**src/rtl/instr_stream_loader.sv**
```systemverilog
// Encodes symbolic MIPS instruction descriptors into 32-bit words and writes them
// sequentially into instruction memory, one word per two cycles.
module instr_stream_loader #(
    parameter int ADDR_WIDTH = 8,
    parameter int BASE_ADDR  = 0
) (
    input  logic                  clk,
    input  logic                  reset,
    input  logic                  start,
    input  logic                  in_valid,
    output logic                  in_ready,
    input  logic [4:0]            in_op,
    input  logic [4:0]            in_rs,
    input  logic [4:0]            in_rt,
    input  logic [4:0]            in_rd,
    input  logic [15:0]           in_imm,
    input  logic [25:0]           in_target,
    input  logic                  in_last,
    output logic                  imem_we,
    output logic [ADDR_WIDTH-1:0] imem_addr,
    output logic [31:0]           imem_wdata,
    output logic [ADDR_WIDTH:0]   count,
    output logic                  busy,
    output logic                  done,
    output logic                  error,
    output logic [1:0]            dbg_state
);

    localparam logic [1:0] S_IDLE  = 2'd0;
    localparam logic [1:0] S_LOAD  = 2'd1;
    localparam logic [1:0] S_WRITE = 2'd2;
    localparam logic [1:0] S_DONE  = 2'd3;

    localparam logic [ADDR_WIDTH-1:0] LP_BASE = ADDR_WIDTH'(BASE_ADDR);
    localparam logic [ADDR_WIDTH-1:0] LP_LAST = {ADDR_WIDTH{1'b1}};

    logic [1:0]            r_state;
    logic [ADDR_WIDTH-1:0] r_addr;
    logic [31:0]           r_wdata;
    logic [ADDR_WIDTH:0]   r_count;
    logic                  r_error;
    logic                  r_last;

    logic [31:0]           w_enc;
    logic                  w_op_valid;

    // Handshake: a descriptor is consumed on a rising edge where in_valid && in_ready;
    // the source must hold it stable until then.
    always_comb begin
        w_op_valid = 1'b1;
        w_enc      = 32'h0;
        case (in_op)
            5'd0:  w_enc = {6'b000000, in_rs, in_rt, in_rd, 5'b0, 6'b100000};
            5'd1:  w_enc = {6'b000000, in_rs, in_rt, in_rd, 5'b0, 6'b100010};
            5'd2:  w_enc = {6'b000000, in_rs, in_rt, in_rd, 5'b0, 6'b100100};
            5'd3:  w_enc = {6'b000000, in_rs, in_rt, in_rd, 5'b0, 6'b100101};
            5'd4:  w_enc = {6'b000000, in_rs, in_rt, in_rd, 5'b0, 6'b100110};
            5'd5:  w_enc = {6'b000000, in_rs, in_rt, in_rd, 5'b0, 6'b101010};
            5'd6:  w_enc = {6'b000000, in_rs, 15'b0, 6'b001000};
            5'd7:  w_enc = {6'b100011, in_rs, in_rt, in_imm};
            5'd8:  w_enc = {6'b101011, in_rs, in_rt, in_imm};
            5'd9:  w_enc = {6'b000100, in_rs, in_rt, in_imm};
            5'd10: w_enc = {6'b000101, in_rs, in_rt, in_imm};
            5'd11: w_enc = {6'b001000, in_rs, in_rt, in_imm};
            5'd12: w_enc = {6'b001100, in_rs, in_rt, in_imm};
            5'd13: w_enc = {6'b001101, in_rs, in_rt, in_imm};
            5'd14: w_enc = {6'b001110, in_rs, in_rt, in_imm};
            5'd15: w_enc = {6'b001010, in_rs, in_rt, in_imm};
            5'd16: w_enc = {6'b001011, in_rs, in_rt, in_imm};
            5'd17: w_enc = {6'b001111, 5'b0, in_rt, in_imm};
            5'd18: w_enc = {6'b000010, in_target};
            5'd19: w_enc = {6'b000011, in_target};
            default: w_op_valid = 1'b0;
        endcase
    end

    always_ff @(posedge clk or posedge reset) begin
        if (reset) begin
            r_state <= S_IDLE;
            r_addr  <= LP_BASE;
            r_wdata <= 32'h0;
            r_count <= '0;
            r_error <= 1'b0;
            r_last  <= 1'b0;
        end else begin
            case (r_state)
                S_IDLE, S_DONE: begin
                    if (start) begin
                        r_state <= S_LOAD;
                        r_addr  <= LP_BASE;
                        r_count <= '0;
                        r_error <= 1'b0;
                    end
                end
                S_LOAD: begin
                    if (in_valid) begin
                        if (w_op_valid) begin
                            r_wdata <= w_enc;
                            r_last  <= in_last;
                            r_state <= S_WRITE;
                        end else begin
                            r_error <= 1'b1;
                            r_state <= S_DONE;
                        end
                    end
                end
                S_WRITE: begin
                    r_count <= r_count + (ADDR_WIDTH+1)'(1);
                    if (r_last) begin
                        r_state <= S_DONE;
                    end else if (r_addr == LP_LAST) begin
                        // Top word just written and the stream still wants more.
                        r_error <= 1'b1;
                        r_state <= S_DONE;
                    end else begin
                        r_addr  <= r_addr + ADDR_WIDTH'(1);
                        r_state <= S_LOAD;
                    end
                end
                default: r_state <= S_IDLE;
            endcase
        end
    end

    assign in_ready   = (r_state == S_LOAD);
    assign imem_we    = (r_state == S_WRITE);
    assign busy       = (r_state == S_LOAD) || (r_state == S_WRITE);
    assign done       = (r_state == S_DONE);
    assign error      = r_error;
    assign imem_addr  = r_addr;
    assign imem_wdata = r_wdata;
    assign count      = r_count;
    assign dbg_state  = r_state;

endmodule

```
**config.mk**
```make
export PLATFORM = sky130hd
export DESIGN_NAME = instr_stream_loader
export DESIGN_NICKNAME = d
export VERILOG_FILES = /design/src/rtl/instr_stream_loader.sv
export SDC_FILE = /design/constraint.sdc
export NUM_CORES = 1
export LEC_CHECK = 0
export ABC_AREA = 1
export ABC_CLOCK_PERIOD_IN_PS = 1900
export CORE_AREA = 5 5 93 95
export DETAILED_ROUTE_END_ITERATION = 10
export DIE_AREA = 0 0 98 100
export PLACE_DENSITY = 0.71
export SETUP_SLACK_MARGIN = 0.05
export SLEW_MARGIN = 15
export SYNTH_ARGS = -nofsm -noshare
export SYNTH_HDL_FRONTEND = slang
export SYNTH_SLANG_ARGS = --single-unit
```
**constraint.sdc**
```tcl
create_clock -name clk -period 1.9 [get_ports clk]
set_input_delay 0.475 -clock clk [delete_from_list [all_inputs] [get_ports clk]]
set_output_delay 0.475 -clock clk [all_outputs]
set_load 0.1 [all_outputs]
```
# Word-level counts from Yosys, hierarchy flattened

Index checks and enable logic that the tools add are counted.

$add $sub $neg: 2
Equal/unequal tests: 29
Multiplexer cells: 20
Reduce and logical (&&, ||, !) cells: 11

Operators by type and width:

| cell                | count |
|---|---|
| $pmux 32 s20        | 1 |
| $eq 5x4->1 const B  | 8 |
| $mux 8              | 3 |
| $eq 5x3->1 const B  | 4 |
| $eq 5x5->1 const B  | 4 |
| $reduce_or 20->1    | 1 |
| $pmux 9 s2          | 1 |
| $pmux 8 s2          | 1 |
| $eq 5x2->1 const B  | 2 |
| $ne 2x2->1 const B  | 5 |
| $add 9x1->9 const B | 1 |
| $mux 9              | 1 |
| $add 8x1->8 const B | 1 |
| $eq 8x8->1 const B  | 1 |
| $mux 2              | 4 |
| $mux 1              | 7 |
| $pmux 2 s3          | 1 |
| $eq 5x1->1 const B  | 1 |
| $logic_not 5->1     | 1 |
| $reduce_and 5->1    | 1 |
| $eq 2x2->1 const B  | 2 |
| $reduce_and 2->1    | 2 |
| $reduce_and 4->1    | 1 |
| $pmux 1 s3          | 1 |
| 7 further kinds     | 7 |

Register bits after elaboration: 53
Bits of input ports: 67
Output and inout bits: 56
Logic and storage cells: 68

# Longest topological paths before layout

Depth after elaboration: 6
Depth in mapped cells: 9

# Worst setup path before layout

OpenSTA, ideal clock, no wires.

Kind: register to register
Start point: reg r_state[1], in the netlist dbg_state[1]
End point: reg r_addr[2], in the netlist imem_addr[2]
Arrival: 2.785 ns
Required time: 1.822 ns
Setup slack: -0.963 ns
Stages on the path, launching flop included: 8
Path buffers: 0
Period minus slack after synthesis: 2.863 ns
Path through: dfrtp_1 > ha_1 > o21ai_2 > inv_2 > nand3_2 > inv_2 > nand2_1 > a21oi_1

Elaborated cells between the ends (all ways): 10

RTL lines:

| item                                                      | RTL line | source |
|---|---|---|
| from (decl)                                               | 37       | `logic [1:0] r_state;` |
| from (signal assigned)                                    | 79       | `r_state <= S_IDLE;` |
| from (signal assigned)                                    | 89       | `r_state <= S_LOAD;` |
| from (signal assigned)                                    | 100      | `r_state <= S_WRITE;` |
| $eq 2x2->1 (*)                                            | -        |  |
| named net imem_we                                         | 19       | `output logic imem_we,` |
| $ne 2x2->1 (no line) or $reduce_bool 2->1 (tied branches) | -        |  |
| $reduce_and 4->1 (no line)                                | -        |  |
| to (signal assigned)                                      | 116      | `r_addr <= r_addr + ADDR_WIDTH'(1);` |
| to (decl)                                                 | 38       | `logic [ADDR_WIDTH-1:0] r_addr;` |

Mark *: on every way through the listed nets, which the timed path passes. The rest lies on a longest branch.
A chain may end at the register's enable or synchronous reset.

# Worst setup path in the final report

Start point: reg r_state[1], in the netlist dbg_state[1]
End point: out busy

Cells in the longest elaborated chain, start to end: 2
Elaborated cells between the ends (all ways): 3

RTL lines:

| item                                     | RTL line | source |
|---|---|---|
| $eq 2x1->1 or $eq 2x2->1 (tied branches) | 127      | `assign busy = (r_state == S_LOAD) \|\| (r_state == S_WRITE);` |
| $logic_or 1x1->1 (*)                     | 127      |  |
| to (decl)                                | 23       | `output logic busy,` |

Every way passes the cells marked *; elsewhere a longest branch is shown, timed or not.

==> impl_metrics.toml <==
[logic_synthesis]
synth-main-ff-cell = "dfrtp_1"
async_flop_share = 1.00
yosysMostFrequentCell = "nand2_1"
synth_edf_count = 0
synth.area.top_cells = "dfrtp_1 43%, nand2_1 14%, a21oi_1 6.1%, nand3_1 5.1%, inv_1 4.5%"
yosys_register_bits = 52
yosysTopAreaCellShare = 0.431
netlist_top_cells_count = "114 x nand2_1, 52 x dfrtp_1, 37 x a21oi_1, 36 x inv_1, 32 x nor2_1"
synth_area_leader_cell = "dfrtp_1"
ys_types = 36
synth_nets = 470
avgSynthCellArea_um2 = 7.59
ys_seq_area_frac = 0.431
synthCells = 398
syn_area_um2 = 3020
synth_warnings = 0

[detailed_routing]
drc = 0
ant_nets = 0
drt_iter0_markers = 123
routedWlPerCell_um = 14.9
drt_pass1_iterations = 4
routed_wl_um = 9580
via_count = 3173
via_per_inst = 4.93

[floorplan]
io_pins = 123
std_cell_rows = 32
dieArea_um2 = 9800
core_um2 = 7650
initial_core_util = 0.395
fp.dieH_um = 100
die_w_um = 98

[global_routing]
overflow = 0
antenna_found_initial = 0
grt_pass1_wl_um = 15500
track_usage = 0.193
grt_pass1_vias = 3145
grt_max_degree = 53

[layout]
fin_nets = 613
stdcell_count = 644
drive_gt1_frac = 0.225
nFillCells = 621
antennaDiodeCount = 0
syn2layout_area_growth_pct = 72.9

[power_and_ir_drop]
power.share.sequential = 0.208
power.internal_mw = 4.14
p_sw_mw = 5.23
power.density_nw_per_um2 = 1790
ir_drop_mv = 2.01
leakagePower_nw = 2.39
pwr-share-comb = 0.720
power_frac_clock = 0.072
swShare = 0.558

[clocking]
htreeDepth = 2
clkTransAtPathRegs_ns = 0.10
cts_made_buffers = 5
cts-resized-gates = 0
worst_skew_pair.late_latency_ns = 0.30
ctsRootBufferMaster = "clkbuf_8"
cts_buffer_depth = 2
cts.sinks = 52
cts_tree = "built"

[sta]
layout_worst_path_cycle_share = 0.971
hold_viol = 0
max_freq_mhz = 542
finalCriticalPeriod_ns = 1.85
drv_slew = 0
rsz0062_at_grt = "true"
setup_violations = 0
fin_skew_ns = 0.00663
fin_ws_ns = 0.0546

[placement]
placedCellCount = 634
numPortBuffers = 121
dp_hpwl_um = 7500
place.gp.congestion = 0.838
post-place-ws_ns = -0.125

[worst_setup_path]
reg2reg_from = "dbg_state[0]"
crit_required_ns = 1.42
crit_path_end_kind = "output port"
path_class = "register to output port"
worstPathArrival_ns = 1.37
cp-start-kind = "register"
path_max_fanout = 4
rr_endpoint = "imem_addr[0]"
r2r_slack_ns = 0.19
ff2ff_path_depth = 8

[outcome]
status = "completed"

[hold_path]
hp-class = "input pin to asynchronous set/reset pin"

[job]
cap_viol_max_count = 0
==> metal layers <==
metal / wire length (um) / GRT usage / part of all wire
met1: 4060 / 0.249 / 0.42
met2: 4930 / 0.338 / 0.51
met3: 470 / 0.0375 / 0.049
met4: 114 / 0.0415 / 0.012
met5: 0 / 0 / 0
==> how the worst max path moves through the flow <==
stage / from / end / slack, ns / depth (start not counted)
3_5_place_dp: in_op[3] / imem_wdata[14] / -0.12 / 10
3_3_place_gp: in_op[3] / imem_wdata[14] / -0.07 / 10
4_1_cts: dbg_state[1] / busy / 0.06 / 3
2_1_floorplan: dbg_state[0] / busy / -0.11 / 3
5_1_grt: dbg_state[1] / busy / -0.01 / 3
6_report: dbg_state[1] / busy / 0.05 / 3
==> kinds of logic (layout without fill, tap and decap cells) <==
| logic type | count (synthesis) | count (layout) | share of synthesized area |
|---|---|---|---|
| AO/OA/AOI/OAI | 75 | 75 | 0.140 |
| flip-flops | 52 | 52 | 0.431 |
| buffers and inverters | 55 | 199 | 0.0887 |
| XOR/XNOR | 3 | 3 | 0.00870 |
| AND/OR/NAND/NOR | 207 | 207 | 0.309 |
| adder cells (fa/ha/maj) | 5 | 5 | 0.0207 |
| other | 1 | 1 | 0.00124 |
==> power groups by stage <==
stage | Sequential (mW) | Clock (mW) | Combinational, mW
2_1_floorplan | 4.51 | 0 | 1.58
3_3_place_gp | 1.99 | 0 | 6.64
3_5_place_dp | 2.00 | 0 | 6.71
4_1_cts | 1.95 | 0.690 | 6.79
5_1_grt | 2.00 | 0.744 | 7.00
6_report | 1.95 | 0.672 | 6.74
==> area by class of cell <==
class | count | area (um2) | share of cell area
sequential | 52 | 1310 | 0.251
multi-input combinational | 291 | 1490 | 0.285
inverter | 41 | 160 | 0.0307
tap | 102 | 128 | 0.0244
clock inverter | 1 | 7.51 | 0.00144
timing repair buffer | 150 | 2040 | 0.391
clock buffer | 7 | 86.3 | 0.0165
==> per-stage QoR <==
| stage | cell area (um2) | TNS (ns) | hold slack, ns | total power, mW | util |
|---|---|---|---|---|---|
| 5_1_grt | 5220 | -0.0117 | 0.567 | 9.74 | 0.683 |
| 3_5_place_dp | 5110 | -1.99 | 0.536 | 8.71 | 0.668 |
| 6_report | 5220 | 0 | 0.537 | 9.37 | 0.683 |
| 2_1_floorplan | 3070 | -0.408 | 0.511 | 6.10 | - |
| 3_3_place_gp | 5110 | -0.914 | 0.528 | 8.62 | 0.668 |
| 4_1_cts | 5220 | 0 | 0.558 | 9.43 | 0.683 |
==> sequential cells by signal, indices dropped and copies added, names as in the netlist <==
signal,cells
imem_wdata,31
count,9
imem_addr,8
dbg_state,2
error,1
r_last,1
==> cell usage in the layout (no fill, tap or decap), types with 3 or more instances in the layout <==
master and n:
a21oi_1 37, a22oi_1 6, buf_12 60, buf_4 24
clkbuf_8 6, clkdlybuf4s50_1 66, dfrtp_1 46, dfrtp_2 6
inv_1 33, inv_2 6, nand2_1 114, nand3_1 31
nand3b_1 4, nand4_1 3, nor2_1 31, nor2_2 3
nor3_1 5, o211ai_1 3, o21ai_0 16, o21ai_1 3
o21bai_1 5, or2_0 5
==> timing repair <==
| item | 4_1_cts | 5_1_grt |
|---|---|---|
| hold buffers | 0 | 0 |
| setup buffers | 2 | 0 |
| endpoints found under the setup margin | 2 | 2 |
| pin swaps | 0 | 0 |
==> worst max-delay path: stages (launching register included) <==
cell and delay [ns]:
dfrtp_2 0.46, ha_4 0.31, clkinvlp_4 0.12, buf_12 0.18
Power figures use the tool's default switching activity.
